==> src/rtl/as_sequencer_if.sv <==
// Sequencer <-> datapath/ROM bundle: run/ROM data/zero flag in, pc and decoded controls out.
interface as_sequencer_if #(
    parameter int unsigned pw = 8,
    parameter int unsigned n  = 8
);
    localparam int unsigned iw = 16;

    logic          run;
    logic [iw-1:0] instr;
    logic          z;
    logic [pw-1:0] pc;
    logic [1:0]    rd_addr;
    logic [1:0]    rs_addr;
    logic [n-1:0]  immediate;
    logic          reg_we;
    logic          add_a_sel;
    logic          add_b_sel;
    logic          acc_en;
    logic          acc_add;
    logic          in_en;
    logic          zflag;

    modport master (
        input  run, instr, z,
        output pc, rd_addr, rs_addr, immediate, reg_we, add_a_sel, add_b_sel,
               acc_en, acc_add, in_en, zflag
    );

    modport slave (
        output run, instr, z,
        input  pc, rd_addr, rs_addr, immediate, reg_we, add_a_sel, add_b_sel,
               acc_en, acc_add, in_en, zflag
    );
endinterface

==> src/rtl/as_sequencer.sv <==
// Two-cycle FETCH/EXEC program sequencer and decoder feeding the ALU stage.
// Strobes are a pure function of state and the registered ROM word.
module as_sequencer #(
    parameter int unsigned pw = 8,
    parameter int unsigned n  = 8
) (
    input  logic          clk,
    input  logic          n_reset,
    as_sequencer_if.master bus
);
    localparam logic [0:0] FETCH = 1'b0;
    localparam logic [0:0] EXEC  = 1'b1;

    localparam logic [2:0] OP_NOP    = 3'b000;
    localparam logic [2:0] OP_ADDI   = 3'b001;
    localparam logic [2:0] OP_MULADD = 3'b010;
    localparam logic [2:0] OP_IN     = 3'b011;
    localparam logic [2:0] OP_ACCLD  = 3'b100;
    localparam logic [2:0] OP_MAC    = 3'b101;
    localparam logic [2:0] OP_BRZ    = 3'b110;
    localparam logic [2:0] OP_WAITSW = 3'b111;

    logic [0:0]    state;
    logic [0:0]    state_next;
    logic [pw-1:0] pc_q;
    logic [pw-1:0] pc_next;
    logic          zflag_q;
    logic          zflag_next;
    logic [2:0]    op;
    logic          reg_we;
    logic          add_a_sel;
    logic          add_b_sel;
    logic          acc_en;
    logic          acc_add;
    logic          in_en;
    logic          unused_bits;

    assign op          = bus.instr[15:13];
    assign unused_bits = bus.instr[8];

    // State, program counter and latched zero flag
    always_ff @(posedge clk or negedge n_reset) begin
        if (!n_reset) begin
            state   <= FETCH;
            pc_q    <= '0;
            zflag_q <= 1'b0;
        end else begin
            state   <= state_next;
            pc_q    <= pc_next;
            zflag_q <= zflag_next;
        end
    end

    // Next-state, pc/zflag update and decode strobes
    always_comb begin
        state_next = state;
        pc_next    = pc_q;
        zflag_next = zflag_q;
        reg_we     = 1'b0;
        add_a_sel  = 1'b0;
        add_b_sel  = 1'b0;
        acc_en     = 1'b0;
        acc_add    = 1'b0;
        in_en      = 1'b0;

        if (state == EXEC) begin
            state_next = FETCH;
            pc_next    = pc_q + pw'(1);
            case (op)
                OP_NOP: ;
                OP_ADDI: begin
                    reg_we     = 1'b1;
                    add_b_sel  = 1'b1;
                    zflag_next = bus.z;
                end
                OP_MULADD: begin
                    reg_we     = 1'b1;
                    zflag_next = bus.z;
                end
                OP_IN: begin
                    reg_we = 1'b1;
                    in_en  = 1'b1;
                end
                OP_ACCLD: begin
                    acc_en     = 1'b1;
                    zflag_next = bus.z;
                end
                OP_MAC: begin
                    acc_en     = 1'b1;
                    acc_add    = 1'b1;
                    zflag_next = bus.z;
                end
                OP_BRZ: begin
                    if (zflag_q) pc_next = pw'(bus.instr[7:0]);
                end
                OP_WAITSW: begin
                    add_a_sel = 1'b1;
                    add_b_sel = 1'b1;
                    // z high means switch bit 8 still low: stall in EXEC
                    if (bus.z) begin
                        state_next = EXEC;
                        pc_next    = pc_q;
                    end
                end
                default: ;
            endcase
        end else if (bus.run) begin
            state_next = EXEC;
        end
    end

    assign bus.pc        = pc_q;
    assign bus.zflag     = zflag_q;
    assign bus.rd_addr   = bus.instr[12:11];
    assign bus.rs_addr   = bus.instr[10:9];
    assign bus.immediate = n'(bus.instr[7:0]);
    assign bus.reg_we    = reg_we;
    assign bus.add_a_sel = add_a_sel;
    assign bus.add_b_sel = add_b_sel;
    assign bus.acc_en    = acc_en;
    assign bus.acc_add   = acc_add;
    assign bus.in_en     = in_en;
endmodule

==> src/flat_wrapper.sv <==
// flat-port wrapper written by rule: the top's interface ports become plain ports
module as_sequencer_flat 
#(
    parameter int unsigned pw = 8,
    parameter int unsigned n  = 8
)
  (clk, n_reset, bus_run, bus_instr, bus_z, bus_pc, bus_rd_addr, bus_rs_addr, bus_immediate, bus_reg_we, bus_add_a_sel, bus_add_b_sel, bus_acc_en, bus_acc_add, bus_in_en, bus_zflag);
  as_sequencer_if #(.pw(pw), .n(n)) bus_i ();
  input  logic clk;
  input  logic n_reset;
  input wire logic [$bits(bus_i.run)-1:0] bus_run;
  input wire logic [$bits(bus_i.instr)-1:0] bus_instr;
  input wire logic [$bits(bus_i.z)-1:0] bus_z;
  output wire logic [$bits(bus_i.pc)-1:0] bus_pc;
  output wire logic [$bits(bus_i.rd_addr)-1:0] bus_rd_addr;
  output wire logic [$bits(bus_i.rs_addr)-1:0] bus_rs_addr;
  output wire logic [$bits(bus_i.immediate)-1:0] bus_immediate;
  output wire logic [$bits(bus_i.reg_we)-1:0] bus_reg_we;
  output wire logic [$bits(bus_i.add_a_sel)-1:0] bus_add_a_sel;
  output wire logic [$bits(bus_i.add_b_sel)-1:0] bus_add_b_sel;
  output wire logic [$bits(bus_i.acc_en)-1:0] bus_acc_en;
  output wire logic [$bits(bus_i.acc_add)-1:0] bus_acc_add;
  output wire logic [$bits(bus_i.in_en)-1:0] bus_in_en;
  output wire logic [$bits(bus_i.zflag)-1:0] bus_zflag;
  assign bus_i.run = bus_run;
  assign bus_i.instr = bus_instr;
  assign bus_i.z = bus_z;
  assign bus_pc = bus_i.pc;
  assign bus_rd_addr = bus_i.rd_addr;
  assign bus_rs_addr = bus_i.rs_addr;
  assign bus_immediate = bus_i.immediate;
  assign bus_reg_we = bus_i.reg_we;
  assign bus_add_a_sel = bus_i.add_a_sel;
  assign bus_add_b_sel = bus_i.add_b_sel;
  assign bus_acc_en = bus_i.acc_en;
  assign bus_acc_add = bus_i.acc_add;
  assign bus_in_en = bus_i.in_en;
  assign bus_zflag = bus_i.zflag;
  as_sequencer #(.pw(pw), .n(n)) u_core (.clk(clk), .n_reset(n_reset), .bus(bus_i));
endmodule
==> config.mk <==
export PLATFORM = sky130hd
export DESIGN_NAME = as_sequencer_flat
export DESIGN_NICKNAME = d
export VERILOG_FILES = /design/src/rtl/as_sequencer_if.sv /design/src/rtl/as_sequencer.sv /design/src/flat_wrapper.sv
export SDC_FILE = /design/constraint.sdc
export NUM_CORES = 1
export LEC_CHECK = 0
export CAP_MARGIN = 30
export CORE_MARGIN = 10
export CORE_UTILIZATION = 37
export CTS_CLUSTER_SIZE = 20
export DETAILED_ROUTE_END_ITERATION = 7
export PLACE_DENSITY_LB_ADDON = 0.08
export SLEW_MARGIN = 15
export SYNTH_ARGS = -nofsm -noshare
export SYNTH_HDL_FRONTEND = slang
export SYNTH_SLANG_ARGS = --single-unit
==> constraint.sdc <==
create_clock -name clk -period 1.5 [get_ports clk]
set_input_delay 0.225 -clock clk [delete_from_list [all_inputs] [get_ports clk]]
set_output_delay 0.225 -clock clk [all_outputs]
set_load 0.05 [all_outputs]
# ---- Word-level counts from Yosys, hierarchy flattened
# Index checks and enable logic that the tools add are counted.
# W data, S select, Z words.
dict set report word_totals {
  regBits 10
  inputBits 20
  out_inout_bits 27
  word_cells 37
}
dict set report op_classes {
  addsub 1
  eq_ne 8
  n_mux 19
  n_reduce_logical 6
}
# operator n
set ops {}
lappend ops {{$mux W1} 16}
lappend ops {{$mux W8} 2}
lappend ops {{$pmux W8 S2} 1}
lappend ops {{$eq A3 B3 Y1 const B} 4}
lappend ops {{$add A8 B1 Y8 const B} 1}
lappend ops {{$eq A3 B2 Y1 const B} 2}
lappend ops {{$reduce_and A2 Y1} 2}
lappend ops {{$reduce_or A2 Y1} 2}
lappend ops {{$reduce_or A4 Y1} 1}
lappend ops {{$eq A3 B1 Y1 const B} 1}
lappend ops {{$reduce_or A3 Y1} 1}
lappend ops {{$ne A2 B2 Y1 const B} 1}

# ---- Longest topological paths before layout
# Gate-level depths: netlist of the first run.
dict set report logic_depth {
  word_depth 4
  ltp_mapped 6
  mapped_depth_nobuf 5
}

# ---- Least setup slack after synthesis of the first run
# No wires, ideal clock.
dict set report synth_timing {
  path_type {register -> output}
  from {register u_core.state}
  to {output bus_acc_add}
  t_arrival_ps 1589
  required_time_ps 1275
  slack_ps -314
  path_stages_with_launch 3
  n_path_buf 1
  path_cell_list {dfrtp_1 > buf_6 > nor3b_1}
}
dict set report synth_via {
  elab_chain_cells 1
}
# element line_no
set synth_rtl {}
lappend synth_rtl {{from (decl)} as_sequencer.sv:23} ;# logic [0:0] state;
lappend synth_rtl {{from (signal assigned)} as_sequencer.sv:48} ;# state <= state_next;
lappend synth_rtl {{$mux W1} as_sequencer.sv:66} ;# if (state == EXEC) begin
lappend synth_rtl {{to (decl)} flat_wrapper.sv:22} ;# output wire logic [$bits(bus_i.acc_add)-1:0] bus_acc_add;
# Every way passes these cells.

# ---- Worst setup path in the final report of the first run
dict set report layout_timing {
  from {input bus_instr[15]}
  to {output bus_add_b_sel}
}
dict set report layout_via {
  elab_chain_cells 4
  elab_cells_between_ends 5
  cone_classes {eq/ne (2); mux (2); reduce/logical (1)}
}
# element line_no
set layout_rtl {}
lappend layout_rtl {{from (decl)} flat_wrapper.sv:12} ;# input wire logic [$bits(bus_i.instr)-1:0] bus_instr;
lappend layout_rtl {{$eq A3 B1 Y1 or $eq A3 B3 Y1 (tied branches)} as_sequencer.sv:69} ;# case (op)
lappend layout_rtl {{$reduce_or A2 Y1 (no source line) (*)} -}
lappend layout_rtl {{$mux W1 (*)} as_sequencer.sv:69}
lappend layout_rtl {{$mux W1 (*)} as_sequencer.sv:66}
lappend layout_rtl {{to (decl)} flat_wrapper.sv:20} ;# output wire logic [$bits(bus_i.add_b_sel)-1:0] bus_add_b_sel;
# Every way passes the cells marked *; elsewhere a longest branch is shown, timed or not.

==> results.sh, run 1 <==
export IMPL_finalCritPeriodShare_pct=93.92
export IMPL_final_cell_area_um2=1405
export IMPL_status="completed"
export IMPL_async_flop_share_pct=100.0
export IMPL_htreeDepth=1
export IMPL_fin_nets=147
export IMPL_vias=790
export IMPL_p_total_uw=2743
export IMPL_core_um2=2022
export IMPL_wire_per_inst_um=15.28
export IMPL_hpwl_um=1935
export IMPL_grt_overflow=0
export IMPL_gp_congestion=0.7831
export IMPL_yosysSeqAreaShare_pct=31.06
export IMPL_pre_cts_ws_ns=-0.1858
export IMPL_drtAntennaViolNets=0
export IMPL_ir_worst_vdd_mv=1.278
export IMPL_cp_data_required_time_ns=1.27
export IMPL_grt_max_degree=11
export IMPL_period_minus_slack_ns=1.409
export IMPL_layout_drive_gt1_share_pct=36.80
export IMPL_final_setup_skew_ns=0.009258
export IMPL_die_w_um=66.67
export IMPL_syn_nets=113
export IMPL_synth_edf_count=0
export IMPL_dp_cells=147
export IMPL_synth_cells=92
export IMPL_wl_um=2322
export IMPL_grt_usage_pct=10.87
export IMPL_ys_seq_elements=10
export IMPL_cts_root_buf="clkbuf_4"
export IMPL_grt_pass1_vias=807
export IMPL_io_buffers=37
export IMPL_rsz0062_at_grt="false"
export IMPL_drc=0
export IMPL_fmax_mhz=709.8
export IMPL_critical_path_class="in2out"
export IMPL_final_cell_count_no_fill=152
export IMPL_ys_flop_type="dfrtp_1"
export IMPL_p_leak_uw=0.0006072
export IMPL_n_antenna_cell=0
export IMPL_cp_start_kind="primary input"
export IMPL_slew_headroom_pct=67.32
export IMPL_netlist_area_um2=805.8
export IMPL_setup_ws_ns=0.09116
export IMPL_cts_tree="done"
export IMPL_fp_dieH_um=66.67
export IMPL_area_growth_pct=74.38
export IMPL_finalHoldViolCount=0
export IMPL_drt_pass1_iter_count=4
export IMPL_setup_viol=0
export IMPL_first_iter_violations=28
export IMPL_fillers=153
export IMPL_dpl_instance_area_um2=1366
export IMPL_cts_num_sinks=10
export IMPL_yosys_warnings=0
export IMPL_syn_avg_cell_area_um2=8.758
export IMPL_die_area_um2=4444
export IMPL_clkTransAtPathRegs_ns=0.07
export IMPL_finalMaxSlewViolations=0
export IMPL_cp_max_fo=5
export IMPL_setup_tns_ns=0
export IMPL_crit_arrival_ns=1.18
export IMPL_cap_viol_max_count=0
export IMPL_powerDensity_nw_per_um2=1952
export IMPL_worstMarginPinSlew_ns=0.4886
export IMPL_rows=16
export IMPL_synth_distinct_cells=31
export IMPL_ioPinCount=47
export IMPL_antenna_found_initial=0
export IMPL_cts_max_path_buffers=2
export IMPL_postCtsHoldBufs=0
export IMPL_clk_insertion_delay_late_ns=0.27
export IMPL_grt_pass1_wl_um=3898
export IMPL_end_kind="output port"
export IMPL_vias_per_cell=5.197
export IMPL_hp_class="in2async"
export IMPL_start_util_pct=39.85
export IMPL_cts_made_buffers=3
## per-stage QoR
stage / util [%] / hold WS, ns
floorplan: - / -0.07059
global placement: 67.57 / 0.4506
detailed placement: 67.57 / 0.4506
CTS: 69.43 / 0.2933
global route: 69.49 / 0.2999
finish: 69.49 / 0.2847
## worst max-delay path: stages
cell           delay (ns)
dlygate4sd2_1        0.28
buf_4                0.18
xnor2_1              0.16
and3_4               0.21
buf_12               0.13
## layer usage
metal / share of wire (%) / GRT usage (%)
met1: 41 / 12.19
met2: 47 / 17.54
met3: 12 / 6.355
met4: 0.47 / 1.832
met5: 0 / 0
## sequential cells by signal, indices dropped and copies added, names as in the netlist
register,cells
u_core.bus.pc,8
u_core.bus.zflag,1
u_core.state,1
## path summary, 6_finish.rpt
kind,slack [ns],start,cells after the start,to
min reg2reg,0.61,u_core.bus.pc[7],1,u_core.bus.pc[7]
max reg2reg,0.18,u_core.bus.pc[3],4,u_core.bus.pc[7]
max in group asynchronous,0.85,n_reset,1,u_core.state
min in group clk,0.45,bus_instr[12],0,bus_rd_addr[1]
min,0.28,n_reset,1,u_core.bus.pc[4]
max,0.09,bus_instr[15],5,bus_add_b_sel
## synthesized netlist by cell type, drive strengths merged (2+ instances only)
library cell	count	area share (%)
buf	18	19
dfrtp	10	31
nand2	10	5.0
nor2	8	3.7
o21ai	7	4.3
a21oi	6	3.7
nand3	6	3.7
a2bb2oi	4	4.3
o22ai	3	2.3
and3	2	1.7
and4b	2	2.6
nor3b	2	1.9
## what timing repair did
action | in CTS | in global routing
gates resized for setup | 5 | 1
pin swaps | 1 | 0
gates cloned | 0 | 0
setup buffers | 1 | 0
endpoints found under the setup margin | 6 | 4
## area by class of cell
cell class | instances | area [um^2] | area share, %
clock buffer | 4 | 26.28 | 1.870
multi-input combinational | 64 | 415.4 | 29.56
sequential | 10 | 254.0 | 18.08
timing repair buffer | 47 | 675.6 | 48.09
tap | 27 | 33.78 | 2.404
## report_power, final
group / switching, uW / internal (uW) / total (uW)
registers: 240 / 416 / 656
clock network: 93.8 / 103 / 196
logic: 968 / 924 / 1890
## placed cells by master (no fill, tap or decap), types with 4 or more instances in the layout
| cell | synthesis | layout |
|---|---|---|
| a2bb2oi_1 | 4 | 4 |
| o21ai_0 | 4 | 4 |
| nand3_1 | 6 | 6 |
| buf_12 | 0 | 23 |
| nand2_1 | 9 | 9 |
| a21oi_1 | 6 | 6 |
| clkdlybuf4s50_1 | 0 | 11 |
| buf_4 | 13 | 9 |
| nor2_1 | 8 | 8 |
| dfrtp_1 | 10 | 7 |
## cell families after synthesis
| kind of cell | count (synthesis) | share of synthesized area [%] |
|---|---|---|
| flops | 10 | 31.06 |
| mux | 2 | 2.640 |
| xor+xnor | 1 | 1.087 |
| fa+ha+maj | 1 | 1.553 |
| buf+inv | 18 | 19.10 |
| compound gates | 22 | 16.46 |
| simple gates | 38 | 28.11 |
(Power assumes the default switching activity.)
==> run 2, diff against run 1 <==
--- a/config.mk
+++ b/config.mk
@@ -10,7 +10,7 @@
 export CORE_UTILIZATION = 37
 export CTS_CLUSTER_SIZE = 20
 export DETAILED_ROUTE_END_ITERATION = 7
-export PLACE_DENSITY_LB_ADDON = 0.08
+export PLACE_DENSITY = 0.78
 export SLEW_MARGIN = 15
 export SYNTH_ARGS = -nofsm -noshare
 export SYNTH_HDL_FRONTEND = slang
==> results.sh, run 2 (synthesized netlist as in run 1, its figures left out) <==
export IMPL_fillers=148
export IMPL_cap_viol_max_count=0
export IMPL_finalCritPeriodShare_pct=92.99
export IMPL_drc=0
export IMPL_cp_max_fo=5
export IMPL_grt_overflow=0
export IMPL_cp_data_required_time_ns=1.27
export IMPL_finalHoldViolCount=0
export IMPL_p_seq_share_pct=23.3
export IMPL_hp_class="in2async"
export IMPL_layout_drive_gt1_share_pct=38.10
export IMPL_area_growth_pct=75.31
export IMPL_wl_um=2421
export IMPL_grt_usage_pct=11.45
export IMPL_start_util_pct=39.85
export IMPL_layout_commonest_cell="buf_12"
export IMPL_ioPinCount=47
export IMPL_cp_start_kind="primary input"
export IMPL_cts_root_buf="clkbuf_4"
export IMPL_vias_per_cell=5.216
export IMPL_p_clk_share_pct=6.6
export IMPL_powerDensity_nw_per_um2=1945
export IMPL_gp_congestion=0.8389
export IMPL_drt_pass1_iter_count=4
export IMPL_rows=16
export IMPL_final_cell_count_no_fill=153
export IMPL_fp_dieH_um=66.67
export IMPL_core_um2=2022
export IMPL_p_leak_uw=0.0006171
export IMPL_grt_max_degree=11
export IMPL_n_antenna_cell=0
export IMPL_rsz0062_at_grt="false"
export IMPL_hpwl_um=2092
export IMPL_timing_rr_start="u_core.bus.pc[0]"
export IMPL_period_minus_slack_ns=1.395
export IMPL_postCtsHoldBufs=0
export IMPL_grt_pass1_vias=837
export IMPL_die_w_um=66.67
export IMPL_crit_arrival_ns=1.17
export IMPL_p_comb_share_pct=70.1
export IMPL_dp_cells=150
export IMPL_seqCellArea_um2=254.0
export IMPL_switchingPower_uw=1299
export IMPL_p_int_uw=1449
export IMPL_reg2reg_depth=5
export IMPL_worst_path_buf_inv=3
export IMPL_crit_family="buffers and inverters"
export IMPL_final_setup_skew_ns=0.001704
export IMPL_swShare_pct=47.28
export IMPL_critical_path_class="in2out"
export IMPL_rr_endpoint="u_core.bus.pc[4]"
export IMPL_end_kind="output port"
export IMPL_rrSetupSlack_ns=0.17
export IMPL_drtAntennaViolNets=0
export IMPL_largest_reg_flops=8
export IMPL_first_iter_violations=19
export IMPL_cts_num_sinks=10
export IMPL_slew_headroom_pct=70.53
export IMPL_setup_tns_ns=0
export IMPL_p_total_uw=2748
export IMPL_status="completed"
export IMPL_fin_nets=149
export IMPL_grt_pass1_wl_um=4008
export IMPL_antenna_found_initial=0
export IMPL_fmax_mhz=716.9
export IMPL_fin_util_pct=69.86
export IMPL_io_buffers=37
export IMPL_multi_input_area_um2=411.6
export IMPL_wire_per_inst_um=15.82
export IMPL_cts_tree="done"
export IMPL_slowest_stage="dlygate4sd2_1"
export IMPL_finalMaxSlewViolations=0
export IMPL_die_area_um2=4444
export IMPL_cts_made_buffers=3
export IMPL_setup_viol=0
export IMPL_worstMarginPinSlew_ns=0.4407
export IMPL_crit_chain="dlygate4sd2_1, buf_4, xnor2_1, and3_2, buf_12"
export IMPL_htreeDepth=1
export IMPL_setup_ws_ns=0.1052
export IMPL_pre_cts_ws_ns=-0.1877
export IMPL_final_cell_mix="buf_12 (23), clkdlybuf4s50_1 (11), buf_4 (11)"
export IMPL_vias=798
export IMPL_cts_max_path_buffers=2
export IMPL_clkTransAtPathRegs_ns=0.06
export IMPL_slowest_delay_ns=0.28
export IMPL_clk_insertion_delay_late_ns=0.26
export IMPL_ir_worst_vdd_mv=1.100
-- run 2: cell count changes in the layout (fill, tap and decap cells not counted), sizes merged --
| cell | before | now |
|---|---|---|
| buf | 33 | 35 |
| clkbuf | 4 | 3 |
-- run 2: worst max path at each step --
stage / endpoint / depth (start not counted) / startpoint
after detailed placement: u_core.bus.zflag / 4 / bus_instr[13]
final: bus_add_b_sel / 5 / bus_instr[15]
after global placement: u_core.bus.zflag / 4 / bus_instr[13]
after global routing: bus_add_b_sel / 5 / bus_instr[15]
after floorplan: u_core.bus.pc[7] / 4 / u_core.bus.pc[3]
after CTS: bus_reg_we / 2 / u_core.state
-- run 2: routing by layer --
metal / routed length (um) / up-vias / share of wire, % / GRT usage, %
met5: 0 / - / 0 / 0
met4: 29 / 0 / 1.2 / 4.712
met3: 312 / 5 / 13 / 6.522
met2: 1202 / 41 / 50 / 19.91
met1: 876 / 363 / 36 / 10.79
li1: - / 389 / - / -
-- run 2: stage by stage --
| step | hold WS [ns] | instance area (um^2) |
|---|---|---|
| floorplan | -0.07059 | 818.3 |
| global placement | 0.4504 | 1389 |
| detailed placement | 0.4504 | 1389 |
| CTS | 0.2862 | 1411 |
| global route | 0.2986 | 1413 |
| finish | 0.2681 | 1413 |
-- run 2: area by class of cell --
| type | count | area share (%) |
|---|---|---|
| sequential | 10 | 17.98 |
| clock buffer | 3 | 1.594 |
| timing repair buffer | 49 | 48.89 |
| tap | 27 | 2.392 |
| multi-input combinational | 64 | 29.14 |
-- run 2: worst register-to-register path: cells and delay by family, from the launching register on --
family                   cells  cell delay, ns
flip-flops                   1            0.44
adder cells (fa/ha/maj)      1            0.23
AND/OR/NAND/NOR              2            0.31
AO/OA/AOI/OAI                2            0.23
-- run 2: power by group through the flow --
| stage | clock (uW) | combinational, uW | sequential, uW |
|---|---|---|---|
| global route | 198 | 2050 | 671 |
| finish | 181 | 1930 | 639 |
| global placement | 0 | 1900 | 632 |
| CTS | 187 | 1950 | 640 |
| detailed placement | 0 | 1940 | 639 |
| floorplan | 0 | 685 | 984 |
-- run 2: what timing repair did --
| action | CTS | global route |
|---|---|---|
| pin swaps | 1 | 0 |
| buffers inserted | 0 | 0 |
| resized for setup | 4 | 1 |
| setup endpoints to repair | 6 | 3 |
==> run 3, diff against run 2 <==
--- a/config.mk
+++ b/config.mk
@@ -8,8 +8,10 @@
 export CAP_MARGIN = 30
 export CORE_MARGIN = 10
 export CORE_UTILIZATION = 37
+export CTS_CLUSTER_DIAMETER = 120
 export CTS_CLUSTER_SIZE = 20
 export DETAILED_ROUTE_END_ITERATION = 7
+export HOLD_SLACK_MARGIN = 0.05
 export PLACE_DENSITY = 0.78
 export SLEW_MARGIN = 15
 export SYNTH_ARGS = -nofsm -noshare
==> results of run 3 <==
Same layout as run 2: the final DEF is identical, and so are final timing and power.
